[src/rtl/bcd_time_base.sv]
// BCD time-of-day base for the binary clock: synchronises the RTC 1 Hz wave,
// debounces the set button, and keeps HH:MM:SS (24 h) with a fast-set mode.
module bcd_time_base #(
    parameter int MAIN_CLK    = 12000000,
    parameter int FAST_HZ     = 1000,
    parameter int DEBOUNCE_MS = 20
) (
    input  logic       CLK,
    input  logic       reset,
    input  logic       CLK_1HZ,
    input  logic       BTN,
    output logic [3:0] ds0,
    output logic [3:0] ds1,
    output logic [3:0] dm0,
    output logic [3:0] dm1,
    output logic [3:0] dh0,
    output logic [3:0] dh1,
    output logic       tick,
    output logic       fast_mode,
    output logic       midday
);

    localparam int FAST_DIV        = MAIN_CLK / FAST_HZ;
    localparam int DEBOUNCE_CYCLES = (MAIN_CLK / 1000) * DEBOUNCE_MS;
    localparam int PW = (FAST_DIV > 1) ? $clog2(FAST_DIV) : 1;
    localparam int DW = (DEBOUNCE_CYCLES > 1) ? $clog2(DEBOUNCE_CYCLES) : 1;
    localparam logic [PW-1:0] P_MAX = PW'(FAST_DIV - 1);
    localparam logic [DW-1:0] D_MAX = DW'(DEBOUNCE_CYCLES - 1);

    logic          c_sync1_q, c_sync2_q, c_hist_q;
    logic          b_sync1_q, b_sync2_q;
    logic          btn_db_q;
    logic [DW-1:0] dcnt_q;
    logic          fast_mode_q;
    logic [PW-1:0] pcnt_q;
    logic          tick_q;
    logic [3:0]    ds0_q, ds1_q, dm0_q, dm1_q, dh0_q, dh1_q;
    logic [3:0]    ds0_d, ds1_d, dm0_d, dm1_d, dh0_d, dh1_d;
    logic          sec_pulse, fast_pulse, advance;

    assign sec_pulse  = c_sync2_q & ~c_hist_q;
    assign fast_pulse = fast_mode_q & (pcnt_q == P_MAX);
    assign advance    = fast_mode_q ? fast_pulse : sec_pulse;

    // Input synchronisers; idle-high so a level present at reset is not an edge
    always_ff @(posedge CLK or posedge reset) begin
        if (reset) begin
            c_sync1_q <= 1'b1;
            c_sync2_q <= 1'b1;
            c_hist_q  <= 1'b1;
            b_sync1_q <= 1'b1;
            b_sync2_q <= 1'b1;
        end else begin
            c_sync1_q <= CLK_1HZ;
            c_sync2_q <= c_sync1_q;
            c_hist_q  <= c_sync2_q;
            b_sync1_q <= BTN;
            b_sync2_q <= b_sync1_q;
        end
    end

    // Button debounce: accept a new level only after it stays put long enough
    always_ff @(posedge CLK or posedge reset) begin
        if (reset) begin
            btn_db_q <= 1'b1;
            dcnt_q   <= '0;
        end else if (b_sync2_q == btn_db_q) begin
            dcnt_q <= '0;
        end else if (dcnt_q == D_MAX) begin
            btn_db_q <= b_sync2_q;
            dcnt_q   <= '0;
        end else begin
            dcnt_q <= dcnt_q + 1'b1;
        end
    end

    // Fast-set prescaler; cleared on the very edge fast mode drops out
    always_ff @(posedge CLK or posedge reset) begin
        if (reset) begin
            fast_mode_q <= 1'b0;
            pcnt_q      <= '0;
        end else begin
            fast_mode_q <= ~btn_db_q;
            if (!fast_mode_q || btn_db_q) begin
                pcnt_q <= '0;
            end else if (pcnt_q == P_MAX) begin
                pcnt_q <= '0;
            end else begin
                pcnt_q <= pcnt_q + 1'b1;
            end
        end
    end

    // Cascaded BCD increment of HH:MM:SS with 23:59:59 wrapping to 00:00:00
    always_comb begin
        ds0_d = ds0_q;
        ds1_d = ds1_q;
        dm0_d = dm0_q;
        dm1_d = dm1_q;
        dh0_d = dh0_q;
        dh1_d = dh1_q;
        if (advance) begin
            if (ds0_q != 4'd9) begin
                ds0_d = ds0_q + 4'd1;
            end else begin
                ds0_d = 4'd0;
                if (ds1_q != 4'd5) begin
                    ds1_d = ds1_q + 4'd1;
                end else begin
                    ds1_d = 4'd0;
                    if (dm0_q != 4'd9) begin
                        dm0_d = dm0_q + 4'd1;
                    end else begin
                        dm0_d = 4'd0;
                        if (dm1_q != 4'd5) begin
                            dm1_d = dm1_q + 4'd1;
                        end else begin
                            dm1_d = 4'd0;
                            if (dh1_q == 4'd2 && dh0_q == 4'd3) begin
                                dh1_d = 4'd0;
                                dh0_d = 4'd0;
                            end else if (dh0_q == 4'd9) begin
                                dh0_d = 4'd0;
                                dh1_d = dh1_q + 4'd1;
                            end else begin
                                dh0_d = dh0_q + 4'd1;
                            end
                        end
                    end
                end
            end
        end
    end

    // Digit registers and the update strobe share one edge
    always_ff @(posedge CLK or posedge reset) begin
        if (reset) begin
            ds0_q  <= 4'd0;
            ds1_q  <= 4'd0;
            dm0_q  <= 4'd0;
            dm1_q  <= 4'd0;
            dh0_q  <= 4'd0;
            dh1_q  <= 4'd0;
            tick_q <= 1'b0;
        end else begin
            ds0_q  <= ds0_d;
            ds1_q  <= ds1_d;
            dm0_q  <= dm0_d;
            dm1_q  <= dm1_d;
            dh0_q  <= dh0_d;
            dh1_q  <= dh1_d;
            tick_q <= advance;
        end
    end

    assign ds0       = ds0_q;
    assign ds1       = ds1_q;
    assign dm0       = dm0_q;
    assign dm1       = dm1_q;
    assign dh0       = dh0_q;
    assign dh1       = dh1_q;
    assign tick      = tick_q;
    assign fast_mode = fast_mode_q;
    assign midday    = ({dh1_q, dh0_q, dm1_q, dm0_q} == 16'h0000) ||
                       ({dh1_q, dh0_q, dm1_q, dm0_q} == 16'h1200);

endmodule

[config.mk]
export PLATFORM = sky130hd
export DESIGN_NAME = bcd_time_base
export DESIGN_NICKNAME = d
export VERILOG_FILES = /design/src/rtl/bcd_time_base.sv
export SDC_FILE = /design/constraint.sdc
export NUM_CORES = 1
export LEC_CHECK = 0
export ABC_AREA = 0
export ABC_CLOCK_PERIOD_IN_PS = 2300
export CAP_MARGIN = 5
export CORE_ASPECT_RATIO = 0.7
export CORE_MARGIN = 2
export CORE_UTILIZATION = 57
export CTS_CLUSTER_DIAMETER = 60
export CTS_CLUSTER_SIZE = 16
export DETAILED_ROUTE_END_ITERATION = 8
export HOLD_SLACK_MARGIN = 0.05
export PLACE_DENSITY = 0.84
export SYNTH_ARGS = -nofsm -noshare
export SYNTH_HDL_FRONTEND = slang
export SYNTH_SLANG_ARGS = --single-unit
[constraint.sdc]
create_clock -name CLK -period 2.3 [get_ports CLK]
set_clock_uncertainty 0.05 [all_clocks]
set_input_delay 0.23 -clock CLK [delete_from_list [all_inputs] [get_ports CLK]]
set_output_delay 0.23 -clock CLK [all_outputs]
set_load 0.005 [all_outputs]
Yosys cells after proc, flatten, opt, wreduce, memory -nomap -nowiden

Cells that the tools add are included.

$add $sub $neg: 8
Equality and inequality tests: 11
Mux-type cells: 13
Bitwise gates (word level): 9
Reduce and logical (&&, ||, !) cells: 12

Operators by type and width:

| kind                                                                    | count |
|---|---|
| 18-bit two-way mux                                                      | 2 |
| 4-bit two-way mux                                                       | 8 |
| 14-bit two-way mux                                                      | 2 |
| 4-bit by 1-bit adder with 4-bit output, second input constant           | 6 |
| 18-bit by 1-bit adder with 18-bit output, second input constant         | 1 |
| 18-bit equality test, second input constant                             | 1 |
| 16-bit by 13-bit equality test with 1-bit output, second input constant | 1 |
| 16-bit logical NOT                                                      | 1 |
| 14-bit by 1-bit adder with 14-bit output, second input constant         | 1 |
| 14-bit equality test, second input constant                             | 1 |
| 4-bit by 2-bit equality test with 1-bit output, second input constant   | 2 |
| 4-bit by 3-bit != test with 1-bit output, second input constant         | 2 |
| 4-bit != test, second input constant                                    | 2 |
| 1-bit inverter                                                          | 7 |
| 6-bit AND reduction                                                     | 1 |
| 5-bit AND reduction                                                     | 1 |
| 4-bit equality test, second input constant                              | 1 |
| 2-bit AND reduction                                                     | 2 |
| 4-bit AND reduction                                                     | 1 |
| 3-bit AND reduction                                                     | 1 |
| 1-bit bitwise AND                                                       | 2 |
| 1-bit logical OR                                                        | 2 |
| 2-bit nonzero test                                                      | 1 |
| 1-bit equality test                                                     | 1 |
| other kinds (3)                                                         | 3 |

Register bits after elaboration: 64
Input bits: 4
Output and inout port bits: 27
Word-level logic and storage cells: 69

Longest topological paths before layout

Gate-level depths: netlist of run 1.

Depth after elaboration: 4
Gate-level depth with buffers: 8
Gate-level depth less buffers: 6

Worst setup path after synthesis of run 1

No wires, ideal clock.

Path type: reg-to-reg
Start point: register pcnt_q[0]
End point: register dh0_q[2], in the netlist dh0[2]
Library setup time: 66 ps
Data arrival time: 1933 ps
Data required time: 2184 ps
Path slack: 251 ps
Cell stages (with the launch flop): 7
Cells stage by stage: dfrtp_1 ha_1 nand4_1 nor4_4 o211ai_4 or4b_1 nand2_1

Word-level cells in the longest chain between the ends: 4

RTL lines:

| item                          | RTL line | RTL |
|---|---|---|
| from (decl)                   | 35       | `logic [PW-1:0] pcnt_q;` |
| from (signal assigned)        | 89       | `pcnt_q <= pcnt_q + 1'b1;` |
| 14-bit equality test          | 42       | `assign fast_pulse = fast_mode_q & (pcnt_q == P_MAX);` |
| 1-bit bitwise AND             | 42       |  |
| 1-bit two-way mux             | 43       | `assign advance = fast_mode_q ? fast_pulse : sec_pulse;` |
| 5-bit AND reduction (no line) | --       |  |
| to (signal assigned)          | 150      | `dh0_q <= dh0_d;` |
| to (decl)                     | 37       | `logic [3:0] ds0_q, ds1_q, dm0_q, dm1_q, dh0_q, dh1_q;` |

No other way between the ends.
A chain may end at the register's enable or synchronous reset.

Worst setup path after layout of run 1

Ends and elaborated chain as after synthesis.

==> Flow_metrics.wiki, run 1 <==
{| class="wikitable"
! Metric !! Value
|-
| Signal arrival time at the worst endpoint || 2430 ps
|-
| Result of the run || finished clean
|-
| Post-route ant nets || 0
|-
| Clock Tree Root || sky130_fd_sc_hd__clkbuf_8
|-
| Leakage power summed over all cells || ~1.7 nW
|-
| Post-CTS Hold Buffers || 0
|-
| Top cell family by delay on the critical path || simple AND/OR/NAND/NOR gates
|-
| Min-delay worst type || input port to asynchronous set/reset pin
|-
| TritonCTS Buffers || 9
|-
| Crit Path Max Fanout || 6
|-
| R2r startpoint || pcnt_q[0]
|-
| Clock edge transition at the registers on the reported setup and hold paths || ~70 ps
|-
| Total detailed-routing wirelength || 6545 um
|-
| Vias || ~2,400
|-
| Number of warning messages in the yosys log || 0
|-
| Top cells by area in the synthesized netlist || sky130_fd_sc_hd__dfrtp_1, sky130_fd_sc_hd__nor2_1, sky130_fd_sc_hd__xnor2_1, sky130_fd_sc_hd__dfstp_2, sky130_fd_sc_hd__xor2_1
|-
| Routability congestion estimate || 0.9205
|-
| Max-slew headroom at the worst pin || between 50% and 60%
|-
| Setup CP Type || flip-flop to flip-flop
|-
| Latest clock arrival within the worst-skew pair || 350 ps
|-
| Chip Width || a little over 90 um
|-
| R2r setup slk || 100 ps
|-
| Floorplan die area || a little over 6000 um2
|-
| Worst reg-to-reg path cell count || 7
|-
| Hpwl dp || about 4600 um
|-
| Average instance area after synthesis || 10.19 um2
|-
| Syn Std Cell Area || 3188 um2
|-
| Clock tree from TritonCTS || done
|-
| Most frequently used cell type in the post-synthesis netlist || sky130_fd_sc_hd__dfrtp_1
|-
| Sort of element at the end of the critical path || flip-flop
|-
| Count of flip-flops with a built-in enable after synthesis || 0
|-
| GRT Util Overall || 23.67%
|-
| Cell-by-cell trace of the critical path || ha_2 > nand4_1 > nor4_4 > buf_4 > o211ai_4 > or4b_1 > nand2_1
|-
| Cell variety after synth || between 40 and 50
|-
| Number of levels the H-tree was split into || 3
|-
| Worst path buffer plus inverter count || 1
|-
| Number of clock sinks || 64
|-
| Peak supply drop || roughly 0.43 mV
|-
| Net count after synthesis || 323
|-
| # IOs || 31
|-
| Critical register-to-register path endpoint || dh0[2]
|-
| Clock period minus worst slack || between 2000 and 2500 ps
|-
| Unrepaired setup endpoints after global routing || false
|-
| Setup Slack @ Placement || -52.33 ps
|-
| Final setup vio count || 0
|-
| Fin area || between 3000 and 4000 um2
|-
| Number of violations reported at the end of detailed-routing iteration 0 || between 150 and 200
|-
| First-pass GRT wire length || 11,040 um
|-
| Total power || ~2.1 mW
|-
| Buffers from clock root to sink, at most || 2
|-
| Commonest cells post-synth || sky130_fd_sc_hd__dfrtp_1, sky130_fd_sc_hd__nor2_1, sky130_fd_sc_hd__nand2_1
|-
| Async set or reset register ratio after synthesis || between 90% and 100%
|-
| Total count of max-transition violations in the final report || 0
|-
| Via count of the first global-routing pass || 2,247
|-
| Worst Setup Slack, final || 104.6 ps
|-
| Number of cells produced by synthesis || roughly 310
|-
| Startpoint class of the critical path || flip-flop
|-
| Total grt overflow || 0
|-
| Fraction of the yosys area taken by sequential cells || about half
|-
| Ratio of total power to cell area || roughly 560 nW/um2
|-
| Layout cell share with drive strength beyond 1 || around 15%
|-
| Final core utilization || 72.14%
|-
| Number of vias per cell after detailed routing || about 5.5
|-
| Post-synthesis to final-layout area growth || 20.21%
|-
| Actual transition at the worst max-transition pin || around 610 ps
|-
| Pin count of the biggest net entering global routing || 45
|-
| Port Buffer Count || 30
|-
| Highest attainable clock frequency || between 400 and 500 MHz
|-
| Starting utilization of the core area || between 60% and 70%
|-
| Number of DRC violations after detailed routing || 0
|-
| Required time of the critical path || about 2500 ps
|-
| Yosys reg bits || 64
|-
| Count of max-cap constraint violations || 0
|-
| Delay contributed by the slowest stage of the critical path || 520 ps
|-
| Vertical die dimension || around 67 um
|-
| Row count || 22
|-
| Cell type with the highest aggregate area in the netlist || sky130_fd_sc_hd__dfrtp_1
|-
| Total core area || 5313 um2
|-
| Initial antenna violation count || 0
|-
| Dominant register cell in the synthesized netlist || sky130_fd_sc_hd__dfrtp_1
|-
| Routed wire length per instance || 15.08 um
|-
| Final hold violation count || 0
|-
| CP max stage cell || sky130_fd_sc_hd__or4b_1
|-
| Nets@finish || 367
|-
| DP Area || between 3000 and 4000 um2
|-
| Post-route clock period utilization || 95.45%
|-
| Area share of the leading cell type in the synthesized netlist || between 40% and 50%
|-
| First-pass detailed-route iteration total || 4
|-
| Antenna diode count || 0
|}
==> how the worst max path moves through the flow <==
stage	from	endpoint	slack (ps)	depth (start not counted)
finish	pcnt_q[0]	dh0[2]	100	7
CTS	dh1[0]	midday	5	7
detailed placement	pcnt_q[0]	dh1[0]	-50	6
global placement	pcnt_q[0]	dh1[0]	70	6
floorplan	pcnt_q[0]	dh0[2]	250	6
global route	pcnt_q[0]	dh0[2]	8	7
==> worst reg2reg max path, stage by stage, from the launching register on <==
cell,delay (ps)
sky130_fd_sc_hd__dfrtp_1,420
sky130_fd_sc_hd__ha_2,250
sky130_fd_sc_hd__nand4_1,170
sky130_fd_sc_hd__nor4_4,330
sky130_fd_sc_hd__buf_4,210
sky130_fd_sc_hd__o211ai_4,110
sky130_fd_sc_hd__or4b_1,520
sky130_fd_sc_hd__nand2_1,70
==> registers in the layout, indices dropped and copies added, names as in the netlist, 4 cells and up <==
name	count
ds0	4
dh0	4
dh1	4
dm1	4
dm0	4
ds1	4
dcnt_q	18
pcnt_q	14
==> logic make-up after synthesis <==
kind of cell | Yosys count | synth area share, %
xor+xnor | 36 | 9.890
fa+ha+maj | 6 | 2.355
mux | 6 | 2.041
compound gates | 27 | 5.691
flops | 64 | 50.47
simple gates | 153 | 26.88
buf+inv | 21 | 2.669
==> routing by layer <==
layer,up-vias,part of all wire (%),GRT usage [%]
met3,12,5.3,8.145
met2,61,45,33.81
met1,1161,47,33.75
met4,0,2.0,7.721
met5,-,0,0
li1,1165,-,-
==> where the power goes <==
group / internal [mW] / switching [mW] / total [mW] / leakage (nW)
combinational: 0.0139 / 0.0313 / 0.0453 / 0.702
sequential: 1.14 / 0.00474 / 1.14 / 0.856
clock: 0.525 / 0.416 / 0.941 / 0.100
==> cell usage in the layout (no fill, tap or decap), types with 2 or more instances in the layout <==
| master | n |
|---|---|
| sky130_fd_sc_hd__nor4_1 | 6 |
| sky130_fd_sc_hd__or2_2 | 3 |
| sky130_fd_sc_hd__nor2_1 | 46 |
| sky130_fd_sc_hd__inv_1 | 12 |
| sky130_fd_sc_hd__or3b_2 | 4 |
| sky130_fd_sc_hd__clkbuf_8 | 10 |
| sky130_fd_sc_hd__and3_1 | 6 |
| sky130_fd_sc_hd__clkinv_2 | 3 |
| sky130_fd_sc_hd__nor4_4 | 2 |
| sky130_fd_sc_hd__nand3_1 | 13 |
| sky130_fd_sc_hd__buf_4 | 10 |
| sky130_fd_sc_hd__and2_1 | 2 |
| sky130_fd_sc_hd__and3b_1 | 3 |
| sky130_fd_sc_hd__a21oi_1 | 3 |
| sky130_fd_sc_hd__clkdlybuf4s50_1 | 29 |
| sky130_fd_sc_hd__nor3_1 | 4 |
| sky130_fd_sc_hd__xor2_1 | 17 |
| sky130_fd_sc_hd__nand4_1 | 12 |
| sky130_fd_sc_hd__nand3b_1 | 3 |
| sky130_fd_sc_hd__dfstp_2 | 6 |
| sky130_fd_sc_hd__o211ai_1 | 4 |
| sky130_fd_sc_hd__a22o_1 | 2 |
| sky130_fd_sc_hd__mux2_2 | 4 |
| sky130_fd_sc_hd__xnor2_1 | 19 |
| sky130_fd_sc_hd__o21ai_0 | 13 |
| sky130_fd_sc_hd__dfrtp_1 | 58 |
| sky130_fd_sc_hd__ha_1 | 5 |
| sky130_fd_sc_hd__or3_1 | 2 |
| sky130_fd_sc_hd__mux2i_1 | 2 |
| sky130_fd_sc_hd__and4_1 | 3 |
| sky130_fd_sc_hd__clkbuf_1 | 2 |
| sky130_fd_sc_hd__nand2_1 | 25 |
| sky130_fd_sc_hd__nand2b_1 | 3 |
| sky130_fd_sc_hd__nor2b_1 | 4 |
==> area by class of cell <==
| cell class | instances | area, um2 |
|---|---|---|
| clock buffer | 12 | 145.1 |
| fill | 359 | 1480 |
| clock inverter | 4 | 45.04 |
| sequential | 64 | 1609 |
| multi-input combinational | 228 | 1496 |
| inverter | 13 | 48.80 |
| tap | 72 | 90.09 |
| timing repair buffer | 41 | 397.9 |
==> metrics by stage <==
| step | hold WS, ps | instances | TNS [ps] |
|---|---|---|---|
| 3_3_place_gp | 296.4 | 414 | 0 |
| 5_1_grt | 192.7 | 434 | 0 |
| 4_1_cts | 167.1 | 434 | 0 |
| 3_5_place_dp | 298.7 | 414 | -61.89 |
| 2_1_floorplan | 184.5 | 313 | 0 |
| 6_report | 155.3 | 434 | 0 |
==> repair_timing <==
action                                  4_1_cts  5_1_grt
resized for setup                             0        2
buffers inserted                              4        0
pin swaps                                     1        3
endpoints found under the setup margin        3        4
Power figures use the tool's default switching activity.
==> run 2: changes to the inputs <==
CTS_CLUSTER_SIZE = 20   (was 16)
==> results of run 2 <==
Same layout as run 1: the final DEF is identical, and so are final timing and power.
==> run 3: changes to the inputs <==
CORE_MARGIN = 1   (was 2)
==> Flow_metrics.wiki, run 3 (synthesis gave the netlist of run 1 again) <==
{| class="wikitable"
! Metric !! Value
|-
| GRT Util Overall || 25.40% (+1.7 points)
|-
| Antenna diode count || 0 (unchanged)
|-
| Number of vias per cell after detailed routing || 5.609 (+1.5%)
|-
| Worst reg-to-reg path cell count || 7 (unchanged)
|-
| Switching component of the power || 0.4545 mW (+0.48%)
|-
| R2r startpoint || pcnt_q[1]
|-
| Buffers from clock root to sink, at most || 2 (unchanged)
|-
| Post-CTS Hold Buffers || 0 (unchanged)
|-
| Min-delay worst type || input port to asynchronous set/reset pin
|-
| Routed wire length per instance || 15.35 um (+1.8%)
|-
| Required time of the critical path || 2540 ps (about the same)
|-
| Port Buffer Count || 30 (unchanged)
|-
| Share of power burned in combinational logic || 2.0% (about the same)
|-
| Total detailed-routing wirelength || 6631 um (+1.3%)
|-
| Highest-count cells in the layout ignoring fill and taps || sky130_fd_sc_hd__dfrtp_1, sky130_fd_sc_hd__nor2_1, sky130_fd_sc_hd__clkdlybuf4s50_1
|-
| Latest clock arrival within the worst-skew pair || 350 ps (about the same)
|-
| Worst path buffer plus inverter count || 1 (unchanged)
|-
| Total core area || 5313 um2 (unchanged)
|-
| Peak supply drop || 0.3568 mV (-17%)
|-
| Launch point of the critical path || pcnt_q[1]
|-
| Total grt overflow || 0 (unchanged)
|-
| First-pass GRT wire length || 11,300 um (+2.3%)
|-
| Cell-internal power || 1.731 mW (+3.2%)
|-
| Signal arrival time at the worst endpoint || 2460 ps (+30 ps)
|-
| TritonCTS Buffers || 9 (unchanged)
|-
| Fraction of power consumed by the clock network || 45.7% (+1.5 points)
|-
| Clock period minus worst slack || 2220 ps (+24.99 ps)
|-
| Startpoint class of the critical path || flip-flop
|-
| Actual transition at the worst max-transition pin || 534.8 ps (-79.01 ps)
|-
| Clock Tree Root || sky130_fd_sc_hd__clkbuf_8
|-
| Sort of element at the end of the critical path || flip-flop
|-
| Number of DRC violations after detailed routing || 0 (unchanged)
|-
| Via count of the first global-routing pass || 2,378 (+5.8%)
|-
| Register with the most flip-flops || dcnt_q
|-
| Max-slew headroom at the worst pin || 64.29% (+5.6 points)
|-
| DP Area || 3600 um2 (-0.21%)
|-
| Hpwl dp || 4349 um (-5.7%)
|-
| Row count || 22 (unchanged)
|-
| Top Registers || dcnt_q x18, pcnt_q x14
|-
| Final setup vio count || 0 (unchanged)
|-
| Pin count of the biggest net entering global routing || 41 (-8.9%)
|-
| Chip Width || 91.39 um (-2.1%)
|-
| Clock tree from TritonCTS || done
|-
| Critical register-to-register path endpoint || dh0[2]
|-
| Floorplan die area || 5901 um2 (-5.1%)
|-
| Vertical die dimension || 64.57 um (-3.0%)
|-
| Layout Cells excl Fill || 432 (-0.46%)
|-
| Delay contributed by the slowest stage of the critical path || 520 ps (about the same)
|-
| Number of levels the H-tree was split into || 3 (unchanged)
|-
| Number of clock sinks || 64 (unchanged)
|-
| Post-route clock period utilization || 96.54% (+1.1 points)
|-
| Starting utilization of the core area || 60.01% (unchanged)
|-
| Net switching share of the total power || 20.80% (-0.45 points)
|-
| Layout cell share with drive strength beyond 1 || 15.83% (+0.64 points)
|-
| Result of the run || finished clean
|-
| Nets@finish || 366 (-0.27%)
|-
| Inst Count DP || 413 (-0.24%)
|-
| Setup CP Type || flip-flop to flip-flop
|-
| CP max stage cell || sky130_fd_sc_hd__or4b_1
|-
| Most common cell after layout, fill and taps aside || sky130_fd_sc_hd__dfrtp_1
|-
| # IOs || 31 (unchanged)
|-
| Total power || 2.185 mW (+2.6%)
|-
| Final hold violation count || 0 (unchanged)
|-
| Cell-by-cell trace of the critical path || ha_4 > nand4_1 > nor4_4 > buf_4 > o211ai_4 > or4b_1 > nand2_1
|-
| Clock edge transition at the registers on the reported setup and hold paths || 70 ps (about the same)
|-
| Flip-flop count of the largest register, all copies and words added || 18 (unchanged)
|-
| Post-synthesis to final-layout area growth || 20.68%
|-
| Number of violations reported at the end of detailed-routing iteration 0 || 203 (+4.6%)
|-
| Vias || 2,423 (+1.0%)
|-
| Total count of max-transition violations in the final report || 0 (unchanged)
|-
| Top cell family by delay on the critical path || simple AND/OR/NAND/NOR gates
|-
| Highest attainable clock frequency || 450.4 MHz (-1.1%)
|-
| Routability congestion estimate || 0.8625 (-6.3%)
|-
| Fin area || 3847 um2 (+0.39%)
|-
| R2r setup slk || 80 ps (-20 ps)
|-
| Sequential cell fraction of total power || 52.3% (-1.4 points)
|-
| Count of max-cap constraint violations || 0 (unchanged)
|-
| Crit Path Max Fanout || 6 (unchanged)
|-
| Setup TNS || 0 ps (unchanged)
|-
| Ratio of total power to cell area || 568.0 nW/um2 (+2.2%)
|-
| Post-route ant nets || 0 (unchanged)
|-
| Leakage power summed over all cells || 1.658 nW (about the same)
|-
| First-pass detailed-route iteration total || 4 (unchanged)
|-
| Initial antenna violation count || 0 (unchanged)
|}
-- run 3: changes by cell type in the layout (fill, tap and decap cells not counted) --
cell,before,now
sky130_fd_sc_hd__o21ai_1,0,1
sky130_fd_sc_hd__o21ai_0,13,12
sky130_fd_sc_hd__clkinv_2,3,2
sky130_fd_sc_hd__clkbuf_8,10,12
sky130_fd_sc_hd__inv_1,12,11
sky130_fd_sc_hd__ha_4,0,1
sky130_fd_sc_hd__ha_2,1,0
sky130_fd_sc_hd__clkbuf_1,2,0
sky130_fd_sc_hd__buf_4,10,9
sky130_fd_sc_hd__inv_2,1,2
sky130_fd_sc_hd__dlygate4sd2_1,0,1
sky130_fd_sc_hd__dlymetal6s2s_1,1,0
sky130_fd_sc_hd__dfrtp_2,0,1
sky130_fd_sc_hd__dfrtp_1,58,57
-- run 3: layout make-up --
class | count | area, um2
clock buffer | 12 | 165.2
clock inverter | 3 | 40.04
fill | 379 | 1465
inverter | 13 | 48.80
multi-input combinational | 228 | 1506
sequential | 64 | 1610
tap | 72 | 90.09
timing repair buffer | 40 | 386.6
-- run 3: repair_timing --
| item | CTS | global route |
|---|---|---|
| buffers inserted | 3 | 1 |
| gates resized for setup | 2 | 4 |
| setup endpoints to repair | 6 | 7 |
| endpoints found under the hold margin | 0 | 0 |
| pin swaps | 1 | 1 |
| gates cloned | 0 | 0 |
-- run 3: stage by stage --
stage	setup slack [ps]	utilization [%]	hold slack [ps]
floorplan	250.6	-	184.5
global placement	86.23	67.76	296.0
detailed placement	-71.62	67.76	300.4
CTS	35.39	72.02	204.2
global route	-24.14	72.42	214.6
finish	79.56	72.42	195.4
-- run 3: how the worst max path moves through the flow --
stage                     endpoint  slack (ps)  cells past startpoint
after floorplan             dh0[2]         250                      6
after global placement      dh1[0]          90                      6
after detailed placement    dh1[0]         -70                      6
after CTS                   dh0[2]          40                      7
after global routing        dm1[2]         -20                      5
final                       dh0[2]          80                      7
-- run 3: per-layer routing --
| layer | track usage [%] | share of wire (%) | wire length, um |
|---|---|---|---|
| met4 | 10.91 | 1.9 | 125 |
| met1 | 33.46 | 48 | 3175 |
| met5 | 0 | 0 | 0 |
| met3 | 8.568 | 5.9 | 393 |
| met2 | 38.53 | 44 | 2936 |
-- run 3: power groups by stage --
stage	combinational (mW)	clock [mW]	sequential, mW
2_1_floorplan	0.0297	0	1.16
3_3_place_gp	0.0465	0	1.16
3_5_place_dp	0.0471	0	1.16
4_1_cts	0.0473	1.02	1.14
5_1_grt	0.0529	1.06	1.14
6_report	0.0447	0.998	1.14
